<file path="src/rtl/serial_subtractor.sv">
// Multi-cycle A - B - d_in subtractor: STEP bits per clock, LSB slice first,
// with a registered borrow carried between slices and a start/done handshake.
module serial_subtractor #(
  parameter int WIDTH = 8,
  parameter int STEP  = 1
) (
  input  logic             clk,
  input  logic             rst_n,
  input  logic             start,
  input  logic [WIDTH-1:0] A,
  input  logic [WIDTH-1:0] B,
  input  logic             d_in,
  output logic             busy,
  output logic             done,
  output logic [WIDTH-1:0] diff,
  output logic             d_out,
  output logic             ovf
);

  localparam int N  = WIDTH / STEP;
  localparam int CW = (N > 1) ? $clog2(N) : 1;

  generate
    if (WIDTH < 2 || STEP < 1 || (WIDTH % STEP) != 0) begin : g_bad_params
      $error("serial_subtractor: STEP must divide WIDTH and WIDTH must be >= 2");
    end
  endgenerate

  typedef enum logic [1:0] {IDLE, RUN, DONE} state_t;

  state_t           state;
  logic [WIDTH-1:0] a_sh;
  logic [WIDTH-1:0] b_sh;
  logic [WIDTH-1:0] res_sh;
  logic             borrow;
  logic [CW-1:0]    cnt;

  logic [STEP:0]    slice;
  logic [WIDTH-1:0] res_next;
  logic             slice_ovf;
  logic             last;

  always_comb begin
    slice     = {1'b0, a_sh[STEP-1:0]} - {1'b0, b_sh[STEP-1:0]} - {{STEP{1'b0}}, borrow};
    res_next  = (res_sh >> STEP) | (WIDTH'(slice[STEP-1:0]) << (WIDTH - STEP));
    // Operand signs differ and result sign differs from the minuend; equivalent to
    // borrow-in XOR borrow-out of the top bit of the final slice.
    slice_ovf = (a_sh[STEP-1] ^ b_sh[STEP-1]) & (slice[STEP-1] ^ a_sh[STEP-1]);
    last      = (cnt == CW'(N - 1));
  end

  always_ff @(posedge clk or negedge rst_n) begin
    if (!rst_n) begin
      state  <= IDLE;
      a_sh   <= '0;
      b_sh   <= '0;
      res_sh <= '0;
      borrow <= 1'b0;
      cnt    <= '0;
      busy   <= 1'b0;
      done   <= 1'b0;
      diff   <= '0;
      d_out  <= 1'b0;
      ovf    <= 1'b0;
    end else begin
      done <= 1'b0;
      case (state)
        IDLE, DONE: begin
          if (start) begin
            a_sh   <= A;
            b_sh   <= B;
            borrow <= d_in;
            res_sh <= '0;
            cnt    <= '0;
            busy   <= 1'b1;
            state  <= RUN;
          end else begin
            state <= IDLE;
          end
        end
        RUN: begin
          a_sh   <= a_sh >> STEP;
          b_sh   <= b_sh >> STEP;
          res_sh <= res_next;
          borrow <= slice[STEP];
          cnt    <= cnt + CW'(1);
          if (last) begin
            state <= DONE;
            busy  <= 1'b0;
            done  <= 1'b1;
            diff  <= res_next;
            d_out <= slice[STEP];
            ovf   <= slice_ovf;
          end
        end
        default: state <= IDLE;
      endcase
    end
  end

endmodule

</file>
<file path="config.mk">
export PLATFORM = sky130hd
export DESIGN_NAME = serial_subtractor
export DESIGN_NICKNAME = d
export VERILOG_FILES = /design/src/rtl/serial_subtractor.sv
export SDC_FILE = /design/constraint.sdc
export NUM_CORES = 1
export LEC_CHECK = 0
export ABC_AREA = 1
export CORE_MARGIN = 4
export CORE_UTILIZATION = 36
export CTS_CLUSTER_SIZE = 12
export DETAILED_ROUTE_END_ITERATION = 8
export GPL_ROUTABILITY_DRIVEN = 0
export PLACE_DENSITY = 0.55
export SLEW_MARGIN = 10
export SYNTH_ARGS = -nofsm -noshare
export SYNTH_HDL_FRONTEND = slang
export SYNTH_SLANG_ARGS = --single-unit
</file>
<file path="constraint.sdc">
create_clock -name clk -period 2.5 [get_ports clk]
set_input_delay 0.375 -clock clk [delete_from_list [all_inputs] [get_ports clk]]
set_output_delay 0.375 -clock clk [all_outputs]
set_load 0.05 [all_outputs]
</file>
# After elaboration in Yosys (flattened, before gate mapping)
# Cells that the tools add are included.
[classes]
n_addsub = 3
n_eq_ne = 5
mux = 18
bitwise_logic = 4
n_reduce_logical = 6
[op_table]
columns = ["operator", "count"]
rows = [
  ["$pmux 8 s2", 3],
  ["$mux 8", 3],
  ["$or 7x8->8", 1],
  ["$mux 1", 6],
  ["$pmux 3 s2", 1],
  ["$ne 2x2->1 const B", 2],
  ["$pmux 1 s2", 2],
  ["$pmux 2 s2", 1],
  ["$reduce_and 2->1", 2],
  ["$add 3x1->3 const B", 1],
  ["$eq 3x3->1 const B", 1],
  ["$mux 3", 1],
  ["$reduce_and 3->1", 1],
  ["$eq 2x1->1 const B", 1],
  ["$eq 2x2->1 const B", 1],
  ["$logic_not 2->1", 1],
  ["$mux 2", 1],
  ["$reduce_bool 2->1", 1],
  ["$reduce_or 2->1", 1],
  ["$sub 1x1->2", 1],
  ["$sub 2x1->2", 1],
  ["$xor 1x1->1", 2],
  ["$and 1x1->1", 1],
]
[totals]
ff_bits = 42
inputBits = 20
output_inout_bits = 12
word_cells = 47

# Depth between registers and ports, before layout
[depth]
depth_word = 4
ltp_mapped = 8
depth_no_buf = 6

# Worst setup path before layout
# OpenSTA, ideal clock, no wires.
[synth_timing]
path_kind = "flip-flop to flip-flop"
start = "register a_sh[0]"
end = "register res_sh[7]"
setup_time_ps = 65
arrival_ps = 1230
required_time_ps = 2435
path_slack_ps = 1205
path_stages_with_launch = 5
n_path_buf = 0
period_less_slack_ps = 1295
path_cell_list = "dfrtp_1 inv_1 fa_1 or2_2 nand2_1"
[synth_via]
elab_chain_len = 4
[synth_rtl]
columns = ["element", "line_no", "text"]
rows = [
  ["start, declared", "32", "logic [WIDTH-1:0] a_sh;"],
  ["start signal, assigned", "82", "a_sh <= a_sh >> STEP;"],
  ["$sub 1x1->2", "44", "slice = {1'b0, a_sh[STEP-1:0]} - {1'b0, b_sh[STEP-1:0]} - {{STEP{1'b0}}, borrow};"],
  ["$sub 2x1->2", "44", ""],
  ["$or 7x8->8", "45", "res_next = (res_sh >> STEP) | (WIDTH'(slice[STEP-1:0]) << (WIDTH - STEP));"],
  ["$pmux 8 s2", "67", "case (state)"],
  ["end signal, assigned", "84", "res_sh <= res_next;"],
  ["end, declared", "34", "logic [WIDTH-1:0] res_sh;"],
]
# Every way passes these cells.
# A chain may end at the register's enable or synchronous reset.

# Worst setup path after layout
[layout_timing]
start = "register busy"
end = "output busy"
[layout_lines]
columns = ["element", "line_no", "text"]
rows = [
  ["start, declared", "13", "output logic busy,"],
  ["start signal, assigned", "60", "busy <= 1'b0;"],
  ["start signal, assigned", "75", "busy <= 1'b1;"],
  ["start signal, assigned", "89", "busy <= 1'b0;"],
]
# No word-level cell between the ends.

==> summary.txt <==
Status
  • Outcome: complete, no violations

Finish
  • Fill cell count: 524
  • Area of the multi-input gates: 740.7 µm²
  • Area Overhead vs Synth: 21.33%
  • N_diodes: 0
  • Sequential cell area: 0.001026 mm²
  • Nets: 293
  • Fraction of layout instances using a drive strength above 1: between 10% and 20%
  • Core Util, Final: 46.35%

CTS
  • CTS tree: built
  • Clock slew at reported path FFs: 0.07 ns
  • TritonCTS Buffers: 5
  • CTS max path bufs: 2
  • Hold buffers post-CTS: 0
  • Post_cts resized: 0
  • Htree depth: 2
  • Post-CTS setup buffers: 0
  • Sinks on Clock Net: 41
  • Clk Latency, worst-skew pair: 0.30 ns
  • Root Driver: clkbuf_8

Placement
  • # port buffers: 31
  • HPWL Detailed: 2473 µm

Routing
  • DRC Markers: 0
  • Via count: roughly 1,500
  • Post-DRT Antenna Nets: 0
  • Top Layer Used: met4
  • Vias per cell: 4.381
  • Metal2 WL: roughly 1700 µm
  • WL final: between 3000 and 4000 µm
  • Routed wl met3: 230 µm
  • M1 WL: 1803 µm
  • Drt pass-1 iters: 4
  • Initial DRC count: 83
  • WL per Instance: 11.13 µm

STA
  • Worst slew pin tran: just over 0.9 ns
  • Tcrit/Tclk final: between 70% and 80%
  • Final min period: around 1.8 ns
  • Setup TNS: 0 ns
  • Worst Clk Skew: 0.01053 ns
  • Max_slew headroom: between 30 and 40%
  • RSZ-0062 raised after global routing: false
  • Finish-stage setup viols: 0
  • Final hold vios: 0
  • Fmax: roughly 0.54 GHz
  • Slew Limit Fails: 0

Worst setup path
  • Worst path bufs/invs: 1
  • CP Class: register to output port
  • Critical Path Sink Type: output port
  • Critical Path Source Type: register
  • RR Endpoint: a_sh[5]
  • Slowest-stage cell, CP: clkdlybuf4s50_1
  • Critical Path Fanout Max: 2
  • Largest stage delay on the critical path: 0.83 ns
  • Arrival time of the worst setup path: 1.47 ns
  • Slack of the worst reg-to-reg path: 0.77 ns
  • Setup crit end: busy
  • Cell Chain, Critical Path: clkdlybuf4s50_1
  • Crit path max-delay family: buffers and inverters
  • Reg2Reg Depth: 6
  • Crit path depth: 1
  • R2r startpoint: state[1]
  • Setup crit start: busy
  • CP Data Required Time: 2.12 ns

Floorplanning
  • Core Footprint: 0.005238 mm²
  • Io pins: 32
  • Initial core utilization: approximately two fifths
  • Die Y-Extent: between 80 and 90 µm
  • Die Footprint: 0.006815 mm²
  • Die span in x: 82.55 µm
  • Row count: 26

Power and ir drop
  • Clock power frac: 15.6%
  • Net Sw Power: 1461 µW
  • LEAKAGE: roughly 0.0013 µW
  • Gate power share: 49.1%
  • Pint: 1840 µW
  • Sw frac: between 40 and 50%
  • VDD IR max: 0.5359 mV
  • PwrDens: between 1000 and 1500 mW/mm²
  • Power share of the sequential group: 35.3%

Synth
  • Mapped cell area: 0.002001 mm²
  • Async SR Flop Fraction: 100.0%
  • Number of synthesized flops with an enable pin: 0
  • Area leader, netlist: dfrtp_1
  • Most frequent cells after synthesis: 97 x nand2_1, 41 x dfrtp_1, 38 x inv_1
  • Syn Inst Count: 239
  • Yosys warning count: 0
  • Most common cell in the netlist: nand2_1
  • Synth area leaders: dfrtp_1 51%, nand2_1 18%, inv_1 7.1%, nand3_1 5.3%, nand3_2 5.0%
  • Synth cell types: 21
  • Mapped Avg Cell Area: about 8.4 µm²
  • Top FF cell, synth: dfrtp_1
  • Synthesized flop and latch total: between 40 and 50
  • Synth Net Count: 263
  • Share of the synthesized area in the top cell type: around half
  • Sequential area share after synthesis: 51.28%

Global route
  • GRT Overall Usage: 12.86%
  • First-pass GRT wire length: 6555 µm
  • GRT overflow: 0
  • Largest net degree at the start of global routing: 42
  • Initial antenna violation count: 0
  • Vias in the first global route: approximately 1,400

Hold path
  • Worst min path class: input port to async pin

Run
  • Maxcap violations: 0
[power groups by stage]
stage | clock network [µW] | logic (µW) | registers [µW]
CTS | 534 | 1660 | 1160
finish | 515 | 1620 | 1160
global route | 559 | 1860 | 1200
detailed placement | 0 | 1650 | 1170
global placement | 0 | 1640 | 1170
floorplan | 0 | 1060 | 1420
[kinds of logic (layout without fill, tap and decap cells)]
family	count (synthesis)	count (layout)	share of synthesized area [%]
AO/OA/AOI/OAI	8	8	2.564
XOR/XNOR	1	1	0.4379
adder cells (fa/ha/maj)	4	4	2.877
buffers and inverters	50	80	11.70
flip-flops	41	41	51.28
AND/OR/NAND/NOR	135	135	31.15
[metal layers]
metal / GRT usage, % / vias to the layer above
met4: 5.882 / 0
met2: 20.27 / 34
li1: - / 775
met5: 0 / -
met3: 3.471 / 8
met1: 16.45 / 668
[stage by stage]
step	setup WS (ns)	total power (µW)	instances	instance area [µm²]	hold slack, ns
2_1_floorplan	1.205	2480	239	2001	0.07941
3_3_place_gp	0.7378	2807	332	2323	0.4597
3_5_place_dp	0.7181	2826	332	2323	0.4643
4_1_cts	0.6297	3353	339	2427	0.2324
5_1_grt	0.5832	3616	339	2427	0.2840
6_report	0.6560	3302	339	2427	0.2011
[worst min-delay path by stage]
stage	end	slack (ns)	from	cells past startpoint
3_3_place_gp	cnt[1]	0.46	cnt[1]	2
2_1_floorplan	a_sh[0]	0.08	rst_n	0
6_report	a_sh[2]	0.20	rst_n	1
3_5_place_dp	res_sh[5]	0.46	res_sh[6]	2
5_1_grt	b_sh[4]	0.28	rst_n	1
4_1_cts	b_sh[4]	0.23	rst_n	1
[flip-flops by register name (all words and copies together), names as in the netlist]
register	flops
borrow	1
res_sh	7
a_sh	8
b_sh	8
diff	8
d_out	1
busy	1
state	2
cnt	3
done	1
ovf	1
[cell usage in the layout (no fill, tap or decap), types with 2 or more instances in the layout]
master / n
inv_1: 38
nand3_2: 10
clkdlybuf4s50_1: 30
nand2_4: 3
o21ai_0: 6
clkbuf_8: 5
inv_2: 2
nand3_1: 21
dfrtp_1: 41
ha_1: 3
nand2_1: 97
nor2_1: 2
[area by class of cell]
type                            instances  share of cell area (%)
Sequential cell                        41                   42.27
Inverter                               41                   6.443
Clock inverter                          2                   1.443
Multi-Input combinational cell        148                   30.52
Timing Repair Buffer                   32                   12.89
Tap cell                               70                   3.608
Clock buffer                            5                   2.835
Power figures use the tool's default switching activity.
